## config.mk

```make
export PLATFORM = sky130hd
export DESIGN_NAME = pattern_step_sequencer
export DESIGN_NICKNAME = d
export VERILOG_FILES = /design/src/rtl/pattern_step_sequencer.sv
export SDC_FILE = /design/constraint.sdc
export NUM_CORES = 1
export LEC_CHECK = 0
export CAP_MARGIN = 20
export CORE_AREA = 2 2 70 72
export CTS_BUF_LIST = sky130_fd_sc_hd__clkbuf_8 sky130_fd_sc_hd__clkbuf_16
export DETAILED_ROUTE_END_ITERATION = 12
export DIE_AREA = 0 0 72 74
export PLACE_DENSITY = 0.68
export SLEW_MARGIN = 20
export SYNTH_ARGS = -nofsm -noshare
export SYNTH_HDL_FRONTEND = slang
export SYNTH_SLANG_ARGS = --single-unit
```

## constraint.sdc

```tcl
create_clock -name clk -period 3.2 [get_ports clk]
set_clock_uncertainty 0.1 [all_clocks]
set_input_delay 0.32 -clock clk [delete_from_list [all_inputs] [get_ports clk]]
set_output_delay 0.32 -clock clk [all_outputs]
set_load 0.02 [all_outputs]
```

## src/rtl/pattern_step_sequencer.sv

```systemverilog
// pattern_step_sequencer: phase sequencer for stepper-coil and LED-chaser pads.
// A phase pointer advances at a programmable divider rate (or one manual step per
// step_req cycle while disabled). It is decoded into a rotating N_OUT-bit pattern:
// one-hot full step, two-hot full step, or half step. All outputs are registered.
// Optional feature: define PSS_STEP_COUNT_EN to add step_cnt, a signed 32-bit net
// step count (+1 forward, -1 reverse), cleared by reset and by any accepted load.
module pattern_step_sequencer #(
   parameter  int N_OUT = 8,
   parameter  int DIV_W = 16,
   localparam int PH_W  = $clog2(2 * N_OUT)
) (
   input  logic             clk,
   input  logic             rst,
   input  logic             en,
   input  logic             dir,
   input  logic [1:0]       mode,
   input  logic [DIV_W-1:0] div,
   input  logic             step_req,
   input  logic             load,
   input  logic [PH_W-1:0]  load_ph,
   output logic [N_OUT-1:0] q,
   output logic [PH_W-1:0]  ph,
   output logic             step_stb
`ifdef PSS_STEP_COUNT_EN
   ,
   output logic signed [31:0] step_cnt
`endif
);

   typedef enum logic [1:0] {
      MODE_ONE_HOT = 2'b00,
      MODE_TWO_HOT = 2'b01,
      MODE_HALF    = 2'b10,
      MODE_OFF     = 2'b11
   } mode_e;

   // Phase arithmetic runs one bit wider so ph + step and ph + 2*N_OUT never overflow.
   localparam int               NPH   = 2 * N_OUT;
   localparam logic [PH_W:0]    NPH_X = NPH[PH_W:0];
   localparam logic [PH_W:0]    STEP1 = {{PH_W{1'b0}}, 1'b1};
   localparam logic [PH_W:0]    STEP2 = {{(PH_W-1){1'b0}}, 2'b10};
   localparam logic [N_OUT-1:0] ONE   = {{(N_OUT-1){1'b0}}, 1'b1};

   mode_e mode_s;
   assign mode_s = mode_e'(mode);

   // Pattern decode. Position k lights bit (N_OUT-1-k) mod N_OUT. The companion bit of
   // a two-hot pair is the lead bit rotated one place toward the LSB, so p = N_OUT-1
   // naturally gives MSB|LSB.
   function automatic logic [N_OUT-1:0] pat_f(input logic [PH_W-1:0] ph_i, input mode_e mode_i);
      logic [PH_W-1:0]  p;
      logic [N_OUT-1:0] lead;
      logic [N_OUT-1:0] trail;
      p     = ph_i >> 1;
      lead  = ONE << (N_OUT - 1 - int'(p));
      trail = {lead[0], lead[N_OUT-1:1]};
      case (mode_i)
         MODE_ONE_HOT: pat_f = lead;
         MODE_TWO_HOT: pat_f = lead | trail;
         MODE_HALF:    pat_f = ph_i[0] ? (lead | trail) : lead;
         default:      pat_f = '0;
      endcase
   endfunction

   logic [DIV_W-1:0] cnt_q, cnt_d;
   logic [PH_W-1:0]  ph_q, ph_d;
   logic [N_OUT-1:0] q_q, q_d;
   logic             step_stb_q, step_stb_d;
`ifdef PSS_STEP_COUNT_EN
   logic signed [31:0] step_cnt_q, step_cnt_d;
`endif

   logic          tick;
   logic          step_ev;
   logic          load_ok;
   logic [PH_W:0] ph_ext;
   logic [PH_W:0] delta;
   logic [PH_W:0] ph_sum;
   logic [PH_W:0] ph_fwd;
   logic [PH_W:0] ph_rev;

   // Divider, step/load arbitration, modulo-2N phase update and next pad pattern.
   always_comb begin
      // NOTE: every signal written here gets a default first, so no path can infer a latch.
      cnt_d      = cnt_q;
      ph_d       = ph_q;
      step_stb_d = 1'b0;
`ifdef PSS_STEP_COUNT_EN
      step_cnt_d = step_cnt_q;
`endif

      // >= rather than == so a div lowered below the running count ticks on the next cycle.
      tick    = en && (cnt_q >= div);
      step_ev = en ? tick : step_req;
      load_ok = load && ({1'b0, load_ph} < NPH_X);

      // Full-step modes move by 2 and keep ph[0]; half step moves by 1.
      ph_ext = {1'b0, ph_q};
      delta  = (mode_s == MODE_HALF) ? STEP1 : STEP2;
      ph_sum = ph_ext + delta;
      ph_fwd = (ph_sum >= NPH_X) ? (ph_sum - NPH_X) : ph_sum;
      ph_rev = (ph_ext < delta) ? (ph_ext + NPH_X - delta) : (ph_ext - delta);

      if (!en || load || tick) begin
         cnt_d = '0;
      end else begin
         cnt_d = cnt_q + DIV_W'(1);
      end

      // Any load (even an out-of-range one) pre-empts a coincident step.
      if (load) begin
         if (load_ok) begin
            ph_d = load_ph;
`ifdef PSS_STEP_COUNT_EN
            step_cnt_d = '0;
`endif
         end
      end else if (step_ev && (mode_s != MODE_OFF)) begin
         ph_d       = dir ? ph_rev[PH_W-1:0] : ph_fwd[PH_W-1:0];
         step_stb_d = 1'b1;
`ifdef PSS_STEP_COUNT_EN
         step_cnt_d = dir ? (step_cnt_q - 32'sd1) : (step_cnt_q + 32'sd1);
`endif
      end

      // The pattern follows the new phase and the current mode on the same edge.
      q_d = pat_f(ph_d, mode_s);
   end

   // State registers; reset clears the pads immediately, without waiting for a clock.
   always_ff @(posedge clk or posedge rst) begin
      if (rst) begin
         cnt_q      <= '0;
         ph_q       <= '0;
         q_q        <= '0;
         step_stb_q <= 1'b0;
`ifdef PSS_STEP_COUNT_EN
         step_cnt_q <= '0;
`endif
      end else begin
         // NOTE: non-blocking assignments so every flop samples the pre-edge values.
         cnt_q      <= cnt_d;
         ph_q       <= ph_d;
         q_q        <= q_d;
         step_stb_q <= step_stb_d;
`ifdef PSS_STEP_COUNT_EN
         step_cnt_q <= step_cnt_d;
`endif
      end
   end

   assign q        = q_q;
   assign ph       = ph_q;
   assign step_stb = step_stb_q;
`ifdef PSS_STEP_COUNT_EN
   assign step_cnt = step_cnt_q;
`endif

endmodule

```

==> metrics.yaml <==
tns_ns: 0
instances_no_fill: 325
nets: 321
fillers: 412
num_antenna_cells: 0
grt_pass1_vias: 1660
timing.hold.ws_ns: 0.3060
viasPerCell: 5.234
max_slew_margin_pct: 70.41
cp.required_ns: 3.31
hold_viol_final: 0
power_density_nw_per_um2: 397.6
start_util_pct: 43.76
placed_cells: 317
cts_inserted_buffers: 5
synth_area_leaders: "dfrtp_1 (36%), ha_1 (13%), nor2_1 (5.0%)"
critPathArrivalTime_ns: 3.02
synth_xor_area_share_pct: 6.095
dp_hpwl_um: 3363
clkSinkCount: 29
intPower_uw: 764.2
status: "complete, no violations"
syn_inst: 217
ys_types: 50
totalPowerFinal_mw: 1.053
synthArstFlopShare_pct: 100.0
vdd_ir_drop_max_v: 0.0002510
grtUsageMet2_pct: 29.42
sw_frac_of_total_pct: 27.44
gp_congestion: 0.8174
drv_slew: 0
die_x_um: 72
dieArea_um2: 5328
power_frac_clock_pct: 37.9
io_pins: 41
combPwrFrac_pct: 23.7
synth.most_common_cell: "dfrtp_1"
drt_iter0_markers: 55
rrSetupSlack_ns: 0.52
cts_buffer_depth: 2
synth-seq-cells: 29
cts_hold_buffers: 0
seqPwrFrac_pct: 38.4
antenna_found_initial: 0
ant_nets: 0
setup_viol: 0
tightest_slew_ns: 0.4315
synthAdderAreaFrac_pct: 15.05
core_um2: 4598
avgRoutedWirePerCell_um: 13.46
synth_compound_area_share_pct: 13.50
synth-main-ff-cell: "dfrtp_1"
crit_type: "input port to flip-flop"
grtUsageMet1_pct: 24.50
fmax_ghz: 0.3443
seq_area_frac_synth_pct: 36.07
fin_crit_ns: 2.904
crit_path_end_kind: "flip-flop"
grt_start_max_net_pins: 30
grt_busiest_layer: "met2"
io_buffers: 40
synth-edff-count: 0
clkLatencyLatePin_ns: 0.28
leakagePower_nw: 1.261
synth_nets: 268
vias: 1701
area_delta_synth_final_pct: 31.65
ctsResizeCount: 0
netlist_area_um2: 2012
drt-total-wl_um: 4376
max_cap_violations: 0
min_path_type: "input port to async pin"
setup_ws_ns: 0.2959
grt_pass1_wl_um: 7548
synth_top_family_by_area: "simple AND/OR/NAND/NOR gates"
synthMuxAreaShare_pct: 1.057
yosys.area.top_type: "dfrtp_1"
drive_above_1_share_pct: 9.963
yosysTopAreaCellShare_pct: 36.07
drtPass1Iterations: 4
p_switching_uw: 289.0
synth-simple-area-share_pct: 22.45
tritoncts: "done"
synth_common_cells: "dfrtp_1 (29), nor2_1 (27), inv_1 (26)"
overflow: 0
cts.clk_slew.worst_paths_ns: 0.07
rsz0062_at_grt: "no"
preCtsSetupSlack_ns: 0.01748
cts_root_buf: "clkbuf_8"
row_count: 25
met3_usage_pct: 4.472
die_height_um: 74
post-route-period-util_pct: 90.75
critical_path.max_fanout: 7
htree_levels: 2
yosysWarnings: 0
avgSynthCellArea_um2: 9.272
grt.total_usage_pct: 18.30
drcViolationCount: 0
cts_setup_buffers: 0
crit_path_start_kind: "input port"
-- per-layer routing --
layer	wire length [um]	vias up	part of all wire, %
met5	0	-	0
met4	59	0	1.3
met3	189	8	4.3
met2	2069	35	47
met1	2057	793	47
li1	-	865	-
-- layout by cell type, fill, tap and decap left out, types with 3 or more instances in the layout --
| cell type | netlist | routed |
|---|---|---|
| a21oi_1 | 7 | 7 |
| xor2_1 | 8 | 8 |
| nand2b_1 | 3 | 3 |
| inv_1 | 26 | 26 |
| nand3_1 | 12 | 12 |
| nand4_1 | 6 | 6 |
| xnor2_1 | 6 | 6 |
| nor2b_1 | 3 | 3 |
| nand2_1 | 7 | 7 |
| dfrtp_1 | 29 | 29 |
| and3_1 | 4 | 4 |
| ha_1 | 21 | 21 |
| nor3_1 | 4 | 4 |
| clkdlybuf4s50_1 | 0 | 40 |
| a211oi_1 | 3 | 3 |
| buf_4 | 0 | 9 |
| clkbuf_8 | 0 | 6 |
| nor2_1 | 27 | 27 |
| o21ai_0 | 8 | 8 |
-- metrics by stage --
step | instance area [um^2] | util [%]
floorplan | 2012 | -
global placement | 2529 | 54.99
detailed placement | 2529 | 54.99
CTS | 2649 | 57.61
global route | 2649 | 57.61
finish | 2649 | 57.61
-- cells by family after synthesis --
family,count (synthesis)
AO/OA/AOI/OAI,39
XOR/XNOR,14
adder cells (fa/ha/maj),23
buffers and inverters,29
flip-flops,29
multiplexers,2
AND/OR/NAND/NOR,81
-- cell type report --
cell class / count / area [um^2] / share of cell area [%]
repair buffers: 49 / 467.9 / 17.67
clock inverters: 2 / 37.54 / 1.417
flip-flops and latches: 29 / 725.7 / 27.40
multi-input cells: 159 / 1170 / 44.17
well taps: 54 / 67.56 / 2.551
inverters: 26 / 97.59 / 3.684
clock buffers: 6 / 82.58 / 3.118
-- worst paths after layout --
check,from,end,cells past startpoint
min in group clk,cnt_q[0],cnt_q[0],1
max reg2reg,ph[0],q[7],10
max,mode[0],q[7],13
min,rst,cnt_q[1],3
max in group asynchronous,rst,cnt_q[8],3
min reg2reg,cnt_q[0],cnt_q[0],1
-- power by group through the flow --
stage | registers [mW] | logic [mW] | clock network [mW]
floorplan | 0.432 | 0.113 | 0
global placement | 0.411 | 0.249 | 0
detailed placement | 0.412 | 0.249 | 0
CTS | 0.405 | 0.251 | 0.412
global route | 0.407 | 0.275 | 0.429
finish | 0.404 | 0.250 | 0.399
-- critical path, cell delays in order --
cell,delay (ns)
clkdlybuf4s50_1,0.47
inv_1,0.07
nand2_1,0.10
inv_1,0.09
ha_1,0.20
inv_1,0.07
fa_1,0.39
mux2_2,0.28
nand3_1,0.08
a31oi_1,0.04
a221o_1,0.38
or3_1,0.41
a21oi_2,0.13
-- state kept, by name, summed over array words and instances, names as in the netlist --
register  cells
ph            4
q             8
step_stb      1
cnt_q        16
(Power assumes the default switching activity.)
